$ cat src/rtl/tile_rom_pkg.sv
// Shared types and default sizes for the tile ROM arbiter slice.
// Imported by the interface, the hit register and the top.
package tile_rom_pkg;

  localparam int AW_DEF           = 18;
  localparam int DW_DEF           = 32;
  localparam int VID_DEADLINE_DEF = 12;

  typedef enum logic [1:0] {
    IDLE     = 2'd0,
    VID_WAIT = 2'd1,
    CPU_WAIT = 2'd2
  } state_e;

endpackage

$ cat src/rtl/tile_rom_arbiter_if.sv
// Tile ROM memory port: level request/address out, one-cycle ack with data back.
// The arbiter is the master; the SDRAM controller side is the slave.
interface tile_rom_arbiter_if import tile_rom_pkg::*; #(
  parameter int AW = AW_DEF,
  parameter int DW = DW_DEF
);

  logic          mem_req;
  logic [AW-1:0] mem_addr;
  logic          mem_ack;
  logic [DW-1:0] mem_dout;

  modport master (
    output mem_req,
    output mem_addr,
    input  mem_ack,
    input  mem_dout
  );

  modport slave (
    input  mem_req,
    input  mem_addr,
    output mem_ack,
    output mem_dout
  );

endinterface

$ cat src/rtl/tile_rom_hit_reg.sv
// One-entry video hit register: remembers the last fetched address/data pair
// and flags a hit when a new address matches it over the full width.
module tile_rom_hit_reg import tile_rom_pkg::*; #(
  parameter int AW = AW_DEF,
  parameter int DW = DW_DEF
) (
  input  logic          clk,
  input  logic          rst_n,
  input  logic          load,
  input  logic [AW-1:0] load_addr,
  input  logic [DW-1:0] load_data,
  input  logic [AW-1:0] cmp_addr,
  output logic          hit,
  output logic [DW-1:0] data
);

  logic [AW-1:0] addr_q, addr_d;
  logic [DW-1:0] data_q, data_d;
  logic          valid_q, valid_d;

  always_comb begin
    addr_d  = addr_q;
    data_d  = data_q;
    valid_d = valid_q;
    if (load) begin
      addr_d  = load_addr;
      data_d  = load_data;
      valid_d = 1'b1;
    end
  end

  always_ff @(posedge clk or negedge rst_n) begin
    if (!rst_n) begin
      addr_q  <= '0;
      data_q  <= '0;
      valid_q <= 1'b0;
    end else begin
      addr_q  <= addr_d;
      data_q  <= data_d;
      valid_q <= valid_d;
    end
  end

  assign hit  = valid_q && (cmp_addr == addr_q);
  assign data = data_q;

endmodule

$ cat src/rtl/tile_rom_arbiter.sv
// Shares the tile ROM port between deadline-bound video fetches and CPU readback.
// Video always wins; a one-entry hit register short-circuits repeated video fetches.
module tile_rom_arbiter import tile_rom_pkg::*; #(
  parameter int AW           = AW_DEF,
  parameter int DW           = DW_DEF,
  parameter int VID_DEADLINE = VID_DEADLINE_DEF
) (
  input  logic               clk_24M,
  input  logic               nRES,
  input  logic               vid_strobe,
  input  logic [AW-1:0]      vid_addr,
  output logic [DW-1:0]      vid_data,
  output logic               vid_valid,
  output logic               vid_late,
  output logic               vid_overrun,
  input  logic               cpu_req,
  input  logic [AW-1:0]      cpu_addr,
  output logic [DW-1:0]      cpu_data,
  output logic               cpu_ack,
  tile_rom_arbiter_if.master mem
);

  localparam int            DL_W    = $clog2(VID_DEADLINE + 1);
  localparam logic [DL_W-1:0] DL_MAX  = DL_W'(VID_DEADLINE);
  localparam logic [DL_W-1:0] DL_LAST = DL_W'(VID_DEADLINE - 1);

  state_e          state_q, state_d;
  logic            vpend_q, vpend_d;
  logic [AW-1:0]   vpend_addr_q, vpend_addr_d;
  logic            mem_req_q, mem_req_d;
  logic [AW-1:0]   mem_addr_q, mem_addr_d;
  logic [DW-1:0]   cpu_data_q, cpu_data_d;
  logic            cpu_served_q, cpu_served_d;
  logic            vid_valid_q, vid_valid_d;
  logic            vid_overrun_q, vid_overrun_d;
  logic            vid_late_q, vid_late_d;
  logic [DL_W-1:0] dl_cnt_q, dl_cnt_d;
  logic            late_done_q, late_done_d;

  logic            hit;
  logic            hit_load;
  logic [DW-1:0]   hit_data;
  logic            vid_hit;
  logic            vid_miss;
  logic            vid_outstanding;

  tile_rom_hit_reg #(
    .AW (AW),
    .DW (DW)
  ) u_hit_reg (
    .clk       (clk_24M),
    .rst_n     (nRES),
    .load      (hit_load),
    .load_addr (mem_addr_q),
    .load_data (mem.mem_dout),
    .cmp_addr  (vid_addr),
    .hit       (hit),
    .data      (hit_data)
  );

  assign vid_hit         = vid_strobe && hit;
  assign vid_miss        = vid_strobe && !hit;
  assign vid_outstanding = vpend_q || (state_q == VID_WAIT);

  // A miss strobe seen in IDLE is granted directly so mem_req rises one cycle later.
  always_comb begin
    state_d       = state_q;
    vpend_d       = vpend_q;
    vpend_addr_d  = vpend_addr_q;
    mem_req_d     = mem_req_q;
    mem_addr_d    = mem_addr_q;
    cpu_data_d    = cpu_data_q;
    cpu_served_d  = cpu_served_q;
    vid_valid_d   = 1'b0;
    vid_overrun_d = 1'b0;
    hit_load      = 1'b0;

    if (vid_miss) begin
      vpend_d       = 1'b1;
      vpend_addr_d  = vid_addr;
      vid_overrun_d = vpend_q;
    end
    if (vid_hit) begin
      vid_valid_d = 1'b1;
    end

    case (state_q)
      IDLE: begin
        if (vpend_d) begin
          state_d    = VID_WAIT;
          mem_req_d  = 1'b1;
          mem_addr_d = vpend_addr_d;
          vpend_d    = 1'b0;
        end else if (cpu_req && !cpu_served_q) begin
          state_d    = CPU_WAIT;
          mem_req_d  = 1'b1;
          mem_addr_d = cpu_addr;
        end
      end
      VID_WAIT: begin
        if (mem.mem_ack) begin
          vid_valid_d = 1'b1;
          hit_load    = 1'b1;
          mem_req_d   = 1'b0;
          state_d     = IDLE;
        end
      end
      CPU_WAIT: begin
        if (mem.mem_ack) begin
          mem_req_d = 1'b0;
          state_d   = IDLE;
          if (cpu_req) begin
            cpu_data_d   = mem.mem_dout;
            cpu_served_d = 1'b1;
          end
        end
      end
      default: begin
        state_d   = IDLE;
        mem_req_d = 1'b0;
      end
    endcase

    if (!cpu_req) begin
      cpu_served_d = 1'b0;
    end
  end

  // Deadline restarts on each miss strobe and fires at most once per fetch.
  always_comb begin
    dl_cnt_d    = dl_cnt_q;
    late_done_d = late_done_q;
    vid_late_d  = 1'b0;
    if (vid_miss) begin
      dl_cnt_d    = {{(DL_W-1){1'b0}}, 1'b1};
      late_done_d = 1'b0;
    end else if (vid_outstanding) begin
      if (dl_cnt_q != DL_MAX) begin
        dl_cnt_d = dl_cnt_q + 1'b1;
      end
      if (!late_done_q && (dl_cnt_q == DL_LAST)) begin
        vid_late_d  = 1'b1;
        late_done_d = 1'b1;
      end
    end
  end

  always_ff @(posedge clk_24M or negedge nRES) begin
    if (!nRES) begin
      state_q       <= IDLE;
      vpend_q       <= 1'b0;
      vpend_addr_q  <= '0;
      mem_req_q     <= 1'b0;
      mem_addr_q    <= '0;
      cpu_data_q    <= '0;
      cpu_served_q  <= 1'b0;
      vid_valid_q   <= 1'b0;
      vid_overrun_q <= 1'b0;
      vid_late_q    <= 1'b0;
      dl_cnt_q      <= '0;
      late_done_q   <= 1'b0;
    end else begin
      state_q       <= state_d;
      vpend_q       <= vpend_d;
      vpend_addr_q  <= vpend_addr_d;
      mem_req_q     <= mem_req_d;
      mem_addr_q    <= mem_addr_d;
      cpu_data_q    <= cpu_data_d;
      cpu_served_q  <= cpu_served_d;
      vid_valid_q   <= vid_valid_d;
      vid_overrun_q <= vid_overrun_d;
      vid_late_q    <= vid_late_d;
      dl_cnt_q      <= dl_cnt_d;
      late_done_q   <= late_done_d;
    end
  end

  assign mem.mem_req  = mem_req_q;
  assign mem.mem_addr = mem_addr_q;
  assign vid_data     = hit_data;
  assign vid_valid    = vid_valid_q;
  assign vid_late     = vid_late_q;
  assign vid_overrun  = vid_overrun_q;
  assign cpu_data     = cpu_data_q;
  assign cpu_ack      = cpu_served_q;

endmodule

$ cat src/flat_wrapper.sv
// flat-port wrapper written by rule: the top's interface ports become plain ports
module tile_rom_arbiter_flat import tile_rom_pkg::*;
#(
  parameter int AW           = AW_DEF,
  parameter int DW           = DW_DEF,
  parameter int VID_DEADLINE = VID_DEADLINE_DEF
)
  (clk_24M, nRES, vid_strobe, vid_addr, vid_data, vid_valid, vid_late, vid_overrun, cpu_req, cpu_addr, cpu_data, cpu_ack, mem_mem_req, mem_mem_addr, mem_mem_ack, mem_mem_dout);
  tile_rom_arbiter_if #(.AW(AW), .DW(DW)) mem_i ();
  input  logic clk_24M;
  input  logic nRES;
  input  logic vid_strobe;
  input  logic [AW-1:0] vid_addr;
  output logic [DW-1:0] vid_data;
  output logic vid_valid;
  output logic vid_late;
  output logic vid_overrun;
  input  logic cpu_req;
  input  logic [AW-1:0] cpu_addr;
  output logic [DW-1:0] cpu_data;
  output logic cpu_ack;
  output wire logic [$bits(mem_i.mem_req)-1:0] mem_mem_req;
  output wire logic [$bits(mem_i.mem_addr)-1:0] mem_mem_addr;
  input wire logic [$bits(mem_i.mem_ack)-1:0] mem_mem_ack;
  input wire logic [$bits(mem_i.mem_dout)-1:0] mem_mem_dout;
  assign mem_mem_req = mem_i.mem_req;
  assign mem_mem_addr = mem_i.mem_addr;
  assign mem_i.mem_ack = mem_mem_ack;
  assign mem_i.mem_dout = mem_mem_dout;
  tile_rom_arbiter #(.AW(AW), .DW(DW), .VID_DEADLINE(VID_DEADLINE)) u_core (.clk_24M(clk_24M), .nRES(nRES), .vid_strobe(vid_strobe), .vid_addr(vid_addr), .vid_data(vid_data), .vid_valid(vid_valid), .vid_late(vid_late), .vid_overrun(vid_overrun), .cpu_req(cpu_req), .cpu_addr(cpu_addr), .cpu_data(cpu_data), .cpu_ack(cpu_ack), .mem(mem_i));
endmodule
$ cat config.mk
export PLATFORM = sky130hd
export DESIGN_NAME = tile_rom_arbiter_flat
export DESIGN_NICKNAME = d
export VERILOG_FILES = /design/src/rtl/tile_rom_pkg.sv /design/src/rtl/tile_rom_arbiter_if.sv /design/src/rtl/tile_rom_hit_reg.sv /design/src/rtl/tile_rom_arbiter.sv /design/src/flat_wrapper.sv
export SDC_FILE = /design/constraint.sdc
export NUM_CORES = 1
export LEC_CHECK = 0
export CAP_MARGIN = 0
export CORE_ASPECT_RATIO = 0.75
export CORE_MARGIN = 8
export CORE_UTILIZATION = 53
export DETAILED_ROUTE_END_ITERATION = 8
export PLACE_DENSITY = 0.91
export SYNTH_ARGS = -nofsm -noshare
export SYNTH_HDL_FRONTEND = slang
export SYNTH_SLANG_ARGS = --single-unit
$ cat constraint.sdc
create_clock -name clk_24M -period 5.2 [get_ports clk_24M]
set_input_delay 1.04 -clock clk_24M [delete_from_list [all_inputs] [get_ports clk_24M]]
set_output_delay 1.04 -clock clk_24M [all_outputs]
set_load 0.01 [all_outputs]
==> results of run 1 <==
==> worst max-delay path, cell delays in order <==
cell and delay [ns]:
clkdlybuf4s50_1 0.47, xor2_1 0.21, nor4_1 0.50, and3_2 0.61, a31oi_2 0.54, o2111ai_1 0.42
==> logic make-up after synthesis <==
family / Yosys count / synth area share [%]
AND/OR/NAND/NOR: 145 / 11.86
flip-flops: 132 / 54.64
AO/OA/AOI/OAI: 86 / 10.06
multiplexers: 84 / 15.60
buffers and inverters: 58 / 3.911
XOR/XNOR: 20 / 2.897
adder cells (fa/ha/maj): 5 / 1.035
==> worst paths after layout <==
path                       slack, ns  depth (start not counted)                          to                         from
setup / recovery                1.70                          6     u_core.mem.mem_addr[16]                 vid_addr[10]
hold / removal                  0.45                          1             u_core.vid_late           u_core.late_done_q
setup reg to reg                2.38                          5     u_core.mem.mem_addr[16]  u_core.u_hit_reg.addr_q[10]
hold reg to reg                 0.45                          1             u_core.vid_late           u_core.late_done_q
max in group asynchronous       3.59                          2    u_core.u_hit_reg.data[7]                         nRES
min in group asynchronous       0.59                          1  u_core.u_hit_reg.addr_q[3]                         nRES
==> sequential cells by signal, indices dropped and copies added, names as in the netlist <==
name                      count
u_core.cpu_data              32
u_core.u_hit_reg.data        32
u_core.mem.mem_addr          18
u_core.u_hit_reg.addr_q      18
u_core.vpend_addr_q          18
u_core.dl_cnt_q               4
u_core.state_q                2
u_core.cpu_ack                1
u_core.late_done_q            1
u_core.mem.mem_req            1
u_core.u_hit_reg.valid_q      1
u_core.vid_late               1
u_core.vid_overrun            1
u_core.vid_valid              1
u_core.vpend_q                1
==> final cells by class <==
type	count	area (um^2)	share of cell area [%]
flip-flops and latches	132	3303	39.50
multi-input cells	340	2516	30.09
well taps	140	175.2	2.095
clock buffers	22	454.2	5.432
inverters	23	86.33	1.032
clock inverters	10	155.1	1.855
repair buffers	170	1672	19.99
==> cell usage in the layout, fill, tap and decap left out, types with 5 or more instances in the layout <==
cell / n
dfrtp_1: 132
o2111ai_1: 18
nand2b_1: 13
nand4_1: 20
xor2_1: 11
clkdlybuf4s50_1: 158
o21ai_0: 38
ha_1: 5
or2b_1: 8
buf_4: 12
a2bb2oi_1: 18
xnor2_1: 9
mux2_2: 81
nand3_1: 23
clkbuf_16: 17
nand2_1: 61
inv_1: 23
nor2_1: 6
==> power groups by stage <==
stage	Sequential, mW	Clock [mW]	Combinational (mW)
after floorplan	1.83	0	0.879
after global placement	1.69	0	1.97
final	1.71	1.24	2.06
after CTS	1.71	1.25	2.07
after detailed placement	1.72	0	2.05
after global routing	1.76	1.31	2.21
==> metal layers <==
layer / wire length, um / track usage [%] / vias up
li1: - / - / 2181
met1: 6816 / 27.35 / 2419
met2: 8395 / 37.97 / 272
met3: 1608 / 7.306 / 33
met4: 315 / 8.977 / 0
met5: 0 / 0 / -
==> metrics by stage <==
stage                     util, %  instances
after floorplan                 -        530
after global placement      70.32        805
after detailed placement    70.32        805
after CTS                   75.85        837
after global routing        75.85        837
final                       75.85        837
==> flow_summary.toml, run 1 <==
[outcome]
status = "finished, final reports clean"

[routing]
drc = 0
vias = 4905
dr.pass1.iters = 5
ant_nets = 0
viasPerCell = 5.860
wire_per_inst_um = 20.47
drt-initial-drc-count = 388
routed_wl_mm = 17.14

[sta]
fmax_mhz = 285.3
fin_setup_tns_ns = 0
worst_slack_ns = 1.695
tightestPinTransition_ns = 1.162
post-route-period-util_pct = 67.40
fin_skew_ns = 0.01128
setup_viol = 0
maxSlewViolCount = 0
whs_ns = 0.4550
relSlewSlack_pct = 22.25
rsz0062_at_grt = "no"
finalHoldViolations = 0
min_period_ns = 3.505

[floorplanning]
core-area_um2 = 11020
ios = 160
die_area_um2 = 15120
rows = 33
chipHeight_um = 108.5
initial_core_util_pct = 54.84
die_w_um = 139.3

[finish]
nFillCells = 745
nets = 762
diodes = 0
area_delta_synth_final_pct = 38.31
final_layout_size_suffix_gt1_share_pct = 18.51
postLayoutCellArea_um2 = 8362

[setup_path]
crit_required_ns = 5.49
critPathArrivalTime_ns = 3.80
start_kind = "primary input"
endpoint_kind = "register"
cp_max_fo = 21
crit_type = "primary input to register"

[global_routing]
gr-total-overflow = 0
grt_pass1_vias = 5218
grt_max_degree = 54
antenna_found_initial = 0
track_usage_pct = 22.77
grt_pass1_wl_mm = 27.05

[logic_synthesis]
ys_types = 36
syn_avg_cell_area_um2 = 11.41
synth_cells = 530
yosysTopAreaCellShare_pct = 54.64
synthFlopType = "dfrtp_1"
yosysWarnings = 0
synth_common_cells = "dfrtp_1, mux2_2, nand2_1"
synth_top_cell_by_area = "dfrtp_1"
synthArstFlopShare_pct = 100.0
yosys_register_bits = 132
syn-num-nets = 608
yosysSeqAreaShare_pct = 54.64
synth_area_um2 = 6046
synth_edf_count = 0
ys_top_cells_by_area = "dfrtp_1, mux2_2, nand2_1, o21ai_0, a2bb2oi_1"
yosysMostFrequentCell = "dfrtp_1"

[clock_tree]
root_buffer = "clkbuf_16"
htreeDepth = 4
cts.repair.resized = 0
ctsLongestPathBuffers = 2
path_clk_slew_ns = 0.06
cts_sinks = 132
cts-buffers-inserted = 17
clk_latency_ns = 0.41
cts_setup_buffers = 0
cts_tree = "built"
ctsHoldBuffers = 0

[placed_design]
preCtsSetupSlack_ns = 1.397
finalWeightedCongestion = 0.8309
hpwl_mm = 11.84
io_buffers = 159
dpl-instance-area_um2 = 7752

[power]
p_per_area_nw_per_um2 = 599.0
total_power_mw = 5.008
combPwrFrac_pct = 41.1
p_seq_share_pct = 34.2
power_switching_mw = 1.662
p_int_mw = 3.346
irDropWorstVdd_v = 0.0003975
p_sw_share_pct = 33.19
power_frac_clock_pct = 24.7
leakage_nw = 3.632

[worst_hold_path]
min_path_type = "register to register"

[job]
maxCapViolations = 0
Power figures use the tool's default switching activity.
==> run 2, diff against run 1 <==
--- a/config.mk
+++ b/config.mk
@@ -8,9 +8,9 @@
 export CAP_MARGIN = 0
 export CORE_ASPECT_RATIO = 0.75
 export CORE_MARGIN = 8
-export CORE_UTILIZATION = 53
+export CORE_UTILIZATION = 49
 export DETAILED_ROUTE_END_ITERATION = 8
-export PLACE_DENSITY = 0.91
+export PLACE_DENSITY = 0.86
 export SYNTH_ARGS = -nofsm -noshare
 export SYNTH_HDL_FRONTEND = slang
 export SYNTH_SLANG_ARGS = --single-unit
==> constraint.sdc (replaced) <==
create_clock -name clk_24M -period 3.5 [get_ports clk_24M]
set_input_delay 0.7 -clock clk_24M [delete_from_list [all_inputs] [get_ports clk_24M]]
set_output_delay 0.7 -clock clk_24M [all_outputs]
set_load 0.01 [all_outputs]
==> run 2 against run 1 <==
  * Worst hold slack worse by 0.16 ns
  * Final cell count up 3.6%
  * Worst setup slack worse by 0.98 ns
  * Sequential share of layout area down 0.11 points
  * Clock skew about the same
  * Via count down 0.92%
  * Clock power up 35%
  * Register-to-register slack worse by 1.3 ns
==> flow_summary.toml, run 2 (synthesis results as in run 1) <==
[outcome]
status = "finished, final reports clean"

[sta]
maxSlewViolCount = 0
fmax_mhz = 359.6
fin_skew_ns = 0.01147
post-route-period-util_pct = 79.45
finalHoldViolations = 0
fin_setup_tns_ns = 0
rsz0062_at_grt = "no"
tightestPinTransition_ns = 1.169
worst_slack_ns = 0.7192
relSlewSlack_pct = 21.82
setup_viol = 0
min_period_ns = 2.781

[placed_design]
preCtsSetupSlack_ns = 0.3525
dpl-instance-area_um2 = 7828
finalWeightedCongestion = 0.8304
io_buffers = 159
hpwl_mm = 12.00

[routing]
vias = 4860
dr.pass1.iters = 5
ant_nets = 0
viasPerCell = 5.606
wire_per_inst_um = 19.75
drc = 0
routed_wl_mm = 17.12
drt-initial-drc-count = 293

[global_routing]
track_usage_pct = 21.28
grt_pass1_vias = 5118
antenna_found_initial = 0
grt_pass1_wl_mm = 26.90
gr-total-overflow = 0
grt_max_degree = 89

[worst_hold_path]
min_path_type = "primary input to async pin"

[finish]
fin_util_pct = 68.87
diodes = 0
final_common_cell = "clkdlybuf4s50_1"
nets = 766
postLayoutCellArea_um2 = 8384
area_delta_synth_final_pct = 38.68
final_layout_size_suffix_gt1_share_pct = 19.40
final_cell_mix = "clkdlybuf4s50_1, dfrtp_1, mux2_2"
nFillCells = 917

[setup_path]
critPathArrivalTime_ns = 3.10
crit_required_ns = 3.81
endpoint_kind = "register"
crit_type = "primary input to register"
start_kind = "primary input"
cp_max_fo = 18

[clock_tree]
root_buffer = "clkbuf_16"
ctsHoldBuffers = 0
cts_setup_buffers = 0
htreeDepth = 4
cts-buffers-inserted = 17
cts_sinks = 132
path_clk_slew_ns = 0.06
cts_tree = "built"
cts.repair.resized = 0
clk_latency_ns = 0.42
ctsLongestPathBuffers = 2

[floorplanning]
die_area_um2 = 16190
chipHeight_um = 112.2
core-area_um2 = 12170
rows = 35
die_w_um = 144.3
initial_core_util_pct = 49.66
ios = 160

[power]
leakage_nw = 3.614
total_power_mw = 7.264
p_per_area_nw_per_um2 = 866.4
irDropWorstVdd_v = 0.0004729

[job]
maxCapViolations = 0
run 2: path summary, 6_finish.rpt:
path / from / depth (start not counted) / slack, ns / to
worst max-delay path: vid_addr[10] / 6 / 0.72 / u_core.mem.mem_addr[4]
worst min-delay path: nRES / 1 / 0.29 / u_core.mem.mem_addr[16]
worst max register to register: u_core.u_hit_reg.addr_q[3] / 5 / 1.10 / u_core.mem.mem_addr[4]
max in group asynchronous: nRES / 2 / 2.33 / u_core.vpend_addr_q[17]
worst min register to register: u_core.late_done_q / 1 / 0.45 / u_core.vid_late
min in group clk_24M: u_core.late_done_q / 1 / 0.45 / u_core.vid_late
run 2: area by class of cell:
class,count,area [um^2],share of cell area [%]
Timing Repair Buffer,174,1714,20.44
Multi-Input combinational cell,340,2516,30.01
Inverter,23,86.33,1.030
Clock buffer,18,429.2,5.119
Sequential cell,132,3303,39.40
Clock inverter,14,127.6,1.522
Tap cell,166,207.7,2.477
run 2: worst max-delay path: stages:
cell and delay (ns):
clkdlybuf4s50_1 0.49, xor2_1 0.19, nor4_1 0.54, and3_2 0.33, a31oi_2 0.44, o2111ai_1 0.40
run 2: power breakdown:
| part | internal (mW) | switching [mW] |
|---|---|---|
| clock network | 0.980 | 0.690 |
| logic | 1.61 | 1.42 |
| registers | 2.16 | 0.398 |
| total | 4.75 | 2.51 |
run 2: layer usage:
layer	track usage, %	routed length [um]	vias up
li1	-	-	2186
met1	25.18	6535	2449
met2	35.52	8768	195
met3	6.658	1496	30
met4	8.091	323	0
met5	0	0	-
run 2: through the flow:
step | hold WS, ns | instances
5_1_grt | 0.3395 | 867
2_1_floorplan | 0.4044 | 530
4_1_cts | 0.3117 | 867
3_5_place_dp | 0.4232 | 835
3_3_place_gp | 0.4264 | 835
6_report | 0.2938 | 867
